[src/rtl/pc_sequencer.sv]
// Next-PC select and pipeline-advance control for the 5-stage pipeline.
// Chooses sequential/branch/jump PC, generates IF/ID write/flush, ID/EX bubble
// and a global freeze while a data-memory access is outstanding, and keeps
// run/stall cycle counters.
//
// state   | meaning
// --------+------------------------------------------------------------
// IDLE    | machine stopped; pipeline frozen, counters hold
// RUN     | normal issue; redirects and load-use bubbles handled here
// MEMWAIT | data-memory access outstanding; whole pipeline frozen
module pc_sequencer #(
   parameter int CNT_W = 32
) (
   input  logic             clk_i,
   input  logic             rst_i,
   input  logic             start_i,
   input  logic [31:0]      pc_i,
   input  logic             branch_i,
   input  logic [31:0]      branch_target_i,
   input  logic             jump_i,
   input  logic [31:0]      jump_target_i,
   input  logic             idex_memread_i,
   input  logic [4:0]       idex_rt_i,
   input  logic [4:0]       ifid_rs_i,
   input  logic [4:0]       ifid_rt_i,
   input  logic             mem_req_i,
   input  logic             mem_ack_i,
   output logic [31:0]      pc_next_o,
   output logic             pc_write_o,
   output logic             ifid_write_o,
   output logic             ifid_flush_o,
   output logic             idex_bubble_o,
   output logic             pipe_stall_o,
   output logic [CNT_W-1:0] cycle_cnt_o,
   output logic [CNT_W-1:0] stall_cnt_o
);

   typedef enum logic [1:0] {
      IDLE    = 2'd0,
      RUN     = 2'd1,
      MEMWAIT = 2'd2
   } state_t;

   state_t state;
   state_t state_nxt;

   logic mem_wait;
   logic load_use;
   logic active;

   assign active   = (state == RUN) || (state == MEMWAIT);
   assign mem_wait = ((state == RUN) && mem_req_i && !mem_ack_i) ||
                     ((state == MEMWAIT) && !mem_ack_i);
   // x0 is never a real destination, so a load into it cannot create a hazard.
   assign load_use = idex_memread_i && (idex_rt_i != 5'd0) &&
                     ((idex_rt_i == ifid_rs_i) || (idex_rt_i == ifid_rt_i));

   // State register; synchronous reset abandons any outstanding memory wait.
   always_ff @(posedge clk_i) begin
      if (rst_i) begin
         state <= IDLE;
      end else begin
         state <= state_nxt;
      end
   end

   // Next-state logic; dropping start_i wins over the memory handshake.
   always_comb begin
      state_nxt = state;
      case (state)
         IDLE: begin
            if (start_i) state_nxt = RUN;
         end
         RUN: begin
            if (!start_i)                    state_nxt = IDLE;
            else if (mem_req_i && !mem_ack_i) state_nxt = MEMWAIT;
         end
         MEMWAIT: begin
            if (!start_i)      state_nxt = IDLE;
            else if (mem_ack_i) state_nxt = RUN;
         end
         default: state_nxt = IDLE;
      endcase
   end

   // Next-PC select is always visible, even when the PC write is suppressed.
   always_comb begin
      pc_next_o = pc_i + 32'd4;
      if (jump_i)        pc_next_o = jump_target_i;
      else if (branch_i) pc_next_o = branch_target_i;
   end

   // Pipeline control in priority order: stopped, memory freeze, load-use, issue.
   always_comb begin
      pc_write_o    = 1'b0;
      ifid_write_o  = 1'b0;
      ifid_flush_o  = 1'b0;
      idex_bubble_o = 1'b0;
      pipe_stall_o  = 1'b0;
      if (!active || !start_i) begin
         pipe_stall_o = 1'b1;
      end else if (mem_wait) begin
         pipe_stall_o = 1'b1;
      end else if (load_use) begin
         idex_bubble_o = 1'b1;
      end else begin
         pc_write_o   = 1'b1;
         ifid_write_o = 1'b1;
         ifid_flush_o = jump_i || branch_i;
      end
   end

   // Saturating performance counters; they only advance while RUN or MEMWAIT.
   always_ff @(posedge clk_i) begin
      if (rst_i) begin
         cycle_cnt_o <= '0;
         stall_cnt_o <= '0;
      end else if (active) begin
         if (cycle_cnt_o != '1) cycle_cnt_o <= cycle_cnt_o + CNT_W'(1);
         if (!pc_write_o && (stall_cnt_o != '1)) stall_cnt_o <= stall_cnt_o + CNT_W'(1);
      end
   end

endmodule

[config.mk]
export PLATFORM = sky130hd
export DESIGN_NAME = pc_sequencer
export DESIGN_NICKNAME = d
export VERILOG_FILES = /design/src/rtl/pc_sequencer.sv
export SDC_FILE = /design/constraint.sdc
export NUM_CORES = 1
export LEC_CHECK = 0
export CELL_PAD_IN_SITES_DETAIL_PLACEMENT = 1
export CELL_PAD_IN_SITES_GLOBAL_PLACEMENT = 1
export CORE_MARGIN = 4
export CORE_UTILIZATION = 31
export CTS_CLUSTER_SIZE = 12
export DETAILED_ROUTE_END_ITERATION = 8
export MAX_ROUTING_LAYER = met4
export PLACE_DENSITY = 0.95
export SYNTH_ARGS = -nofsm -noshare
export SYNTH_HDL_FRONTEND = slang
export SYNTH_SLANG_ARGS = --single-unit
[constraint.sdc]
create_clock -name clk_i -period 5.2 [get_ports clk_i]
set_clock_uncertainty 0.05 [all_clocks]
set_input_delay 0.52 -clock clk_i [delete_from_list [all_inputs] [get_ports clk_i]]
set_output_delay 0.52 -clock clk_i [all_outputs]
set_load 0.1 [all_outputs]
-- Yosys cells after proc, flatten, opt, wreduce, memory -nomap -nowiden
Index checks and enable logic that the tools add are counted.
- flip-flop bits (word level): 66
- input port bits: 119
- output and inout bits: 101
- word-level logic and storage cells: 55
- add/subtract/negate cells: 3
- eq/ne operators: 9
- mux-type cells: 19
- reductions and logical operators: 21
- operators with widths (operator ; number):
    adder 32 x 1 -> 32 bit (second input constant) ; 2
    2-to-1 mux 32 bit ; 2
    != test 32 bit (second input constant) ; 2
    adder 32 x 3 -> 32 bit (second input constant) ; 1
    2-to-1 mux 1 bit ; 11
    == test 5 bit ; 2
    2-to-1 mux 2 bit ; 5
    logical AND 1 bit ; 7
    one-hot mux 2 bit (3 select lines) ; 1
    logical OR 1 bit ; 5
    nonzero test 5 bit ; 1
    zero test 1 bit ; 4
    AND reduction 2 bit ; 2
    != test 3 x 2 -> 1 bit (second input constant) ; 1
    != test 3 bit (second input constant) ; 1
    AND reduction 3 bit ; 1
    == test 2 x 1 -> 1 bit (second input constant) ; 1
    == test 2 bit (second input constant) ; 1
    zero test 2 bit ; 1
    != test 2 bit (second input constant) ; 1

-- Depth between registers and ports, before layout
- word-level depth: 9
- gate-level depth with buffers: 10

-- Worst setup path after synthesis
OpenSTA, ideal clock, no wires.
- path kind: register to output
- start point: reg state[0]
- end point: out ifid_flush_o
- arrival time: 4.451 ns
- slack: 0.179 ns
- cell stages (with the launch flop): 9
- path through: dfxtp_1 inv_1 ha_1 clkbuf_1 o211ai_1 a21oi_1 clkbuf_1 clkbuf_1 and2_1
- word-level cells in the longest chain between the ends: 6
- RTL lines (element ; RTL line ; source):
    from (decl) ; 44 ; state_t state;
    from (signal assigned) ; 63 ; state <= state_nxt;
    == test 2 x 1 -> 1 bit ; 51, 52 ;
    logical AND 1 bit (2 in series) ; 52 ; assign mem_wait = ((state == RUN) && mem_req_i && !mem_ack_i) ||
    logical OR 1 bit ; 52 ;
    2-to-1 mux 1 bit ; 102 ; end else if (mem_wait) begin
    2-to-1 mux 1 bit * ; 100 ; if (!active || !start_i) begin
    to (decl) ; 31 ; output logic ifid_flush_o,
Every way passes the cells marked *; elsewhere a longest branch is shown, timed or not.

-- Worst setup path in the final report
- start point: in jump_i
- end point: out pc_next_o[23]
- word-level cells in the longest chain between the ends: 1
- RTL lines (element ; RTL line ; source):
    from (decl) ; 20 ; input logic jump_i,
    2-to-1 mux 32 bit ; 89 ; if (jump_i) pc_next_o = jump_target_i;
    to (decl) ; 28 ; output logic [31:0] pc_next_o,
No other way between the ends.

==> summary.txt <==
Setup TNS: 0 ps
Simple-Gate Fraction of Synth Area: 35.1%
Vias in the first global route: 5478
Crit. End Element: output pin
DRC viols: 0
Die W: 129 µm
Grt total ovfl: 0
Io pins: 220
FF-to-FF path depth: 10
Reg clk slew, reported paths: 50 ps
Synth Area in Adders: 1.92%
Sw Share: 35.9%
Die area: 16700 µm²
Routed Antenna Nets: 0
Mux share of post-synthesis cell area: 2.75%
Die H: 129 µm
Largest net degree at the start of global routing: 68
Antenna cells: 0
Finish-stage setup viols: 0
GR Util All Layers: 21.1%
Cell chosen for the clock root: clkbuf_16
Compound-gate portion of the synthesized area: 10.4%
Core Region: 14500 µm²
Share of cells above drive strength 1: 7.89%
Power per Cell Area: 244 nW/µm²
PnR worst setup slack: 1450 ps
Clock power share: 36.7%
R2R setup slack: 2470 ps
Seq cells post-synth: 66
Post-Place Cells: 992
Seq/Total Area, Yosys: 29.0%
Worst-Margin Slew: 1070 ps
# clock sinks: 66
Comb power frac: 33.1%
Clk_lat worst skew: 330 ps
Synthesized cell area: 4550 µm²
Largest family of logic cells by synthesized area: simple AND/OR/NAND/NOR gates
Slowest stage delay, CP: 1170 ps
Status: completed
Top cell type's share of synthesized area: 29.0%
CTS tree: yes
Overall routed net length: 17800 µm
Unique cell type count in the Yosys netlist: 45
Critical path class: in -> out
Worst EP arrival: 3180 ps
Tot Pwr: 1.74 mW
Final Hold Fails: 0
Leakage: 2.41 nW
Via density: 5.21
Avg WL per Cell: 17.7 µm
Fin nets: 945
First-pass GRT wire length: 27500 µm
Pint: 1.11 mW
FFs w/ async S/R, synth: 0%
Fmax: 267 MHz
Area growth syn-to-layout: 56.4%
Cell Chain, Critical Path: clkdlybuf4s50_1 -> clkinv_1 -> nand2_1 -> o22ai_1 -> a21oi_1 -> buf_4
Synth area leaders: dfxtp_1 (29%), xnor2_1 (12%), nor2_1 (7.3%), nand2_1 (6.1%), xor2_1 (4.6%)
RePlAce Congestion: 0.812
Pins over their slew limit: 0
DP Wirelength: 14400 µm
Worst Path Max Fanout: 32
Worst hold path class: reg -> reg
Pre-antenna DRT Iters: 4
DR vias: 5253
Synth top cells by count: nor2_1 (89), nand2_1 (74), dfxtp_1 (66)
Yosys warning count: 0
Slowest-stage cell, CP: clkdlybuf4s50_1
XOR/XNOR Fraction of Synth Area: 16.9%
Drt first-iter violations: 252
Antenna violations before repair: 0
Cells on Worst Hold Path: 2
Std-Cell Rows: 44
Post-synth EDFFs: 0
Input/output buffers: 219
Post-CTS Resized: 0
Sequential Power Share: 30.2%
RSZ-0062 raised after global routing: false
Post-CTS Hold Buffers: 0
Num CTS Buffers: 9
Area leader, netlist: dfxtp_1
Worst setup SP type: input port
Initial core utilization: 31.4%
Min cycle time layout: 3750 ps
Most frequent cell after synthesis: nor2_1
NetSw: 623 µW
Relative slew slack: 28.3%
Area after DPL: 6800 µm²
Worst-case vdd ir drop: 161 µV
Hold_ws: 469 ps
Synth Flop Type: dfxtp_1
Fin area: 7120 µm²
CP required: 4630 ps
Core Util, Final: 49.1%
Crit share post-route: 72.0%
Total of max-cap violations: 0
# H-tree levels: 3
Finished Layout Cells: 1008
Avg Inst Size Synth: 7.46 µm²
Clock Path Buffers: 2
Setup bufs post-CTS: 0
Syn Nets: 736
Syn Inst Count: 610
Worst slack, placed: 1400 ps
==> cells in the final DEF, fill, tap and decap left out, drive strengths merged, types with 16 or more instances in the layout <==
cell type	count
a21oi	34
and3	16
buf	38
clkdlybuf4s50	187
dfxtp	66
nand2	74
nand3	31
nand4	26
nor2	89
nor3	16
o21ai	38
xnor2	64
xor2	24
==> per-layer routing <==
metal	part of all wire (%)	track usage (%)	vias to the layer above	routed length [µm]
li1	-	-	2548	-
met4	1.9	5.00	0	331
met2	54	40.6	164	9620
met1	38	21.7	2525	6810
met3	6.0	4.45	16	1070
met5	0	-	-	0
==> cell type report <==
class                      instances  area, µm²
fill                            1773       7360
multi-input combinational        508       3060
timing repair buffer             225       2150
sequential                        66       1320
clock buffer                      11        233
tap                              184        230
clock inverter                     5       78.8
inverter                           9       33.8
==> registers in the layout (all words and copies together), names as in the netlist <==
| name | count |
|---|---|
| stall_cnt_o | 32 |
| cycle_cnt_o | 32 |
| state | 2 |
==> path summary, 6_finish.rpt <==
kind	to	startpoint
hold reg to reg	cycle_cnt_o[31]$_SDFFE_PP0P_	cycle_cnt_o[31]$_SDFFE_PP0P_
hold / removal	cycle_cnt_o[31]$_SDFFE_PP0P_	cycle_cnt_o[31]$_SDFFE_PP0P_
setup / recovery	pc_next_o[23]	jump_i
setup reg to reg	cycle_cnt_o[20]$_SDFFE_PP0P_	state[1]$_SDFFE_PP0P_
==> cells by family after synthesis <==
| group | count (synthesis) |
|---|---|
| xor gates and xnor gates | 88 |
| buffers and inverters | 36 |
| and+or+nand+nor | 313 |
| adders and majority gates | 7 |
| AOI/OAI and AO/OA | 88 |
| muxes | 12 |
| DFF | 66 |
==> worst max-delay path, delay by kind of cell <==
kind / cells / cell delay [ps]
simple gates: 1 / 340
buf+inv: 3 / 2030
compound gates: 2 / 260
==> power groups by stage <==
stage / logic, mW / clock network [mW] / registers (mW)
global route: 0.602 / 0.670 / 0.526
detailed placement: 0.580 / 0 / 0.535
global placement: 0.570 / 0 / 0.535
CTS: 0.581 / 0.651 / 0.524
finish: 0.575 / 0.636 / 0.525
floorplan: 0.333 / 0 / 0.580
(Power assumes the default switching activity.)
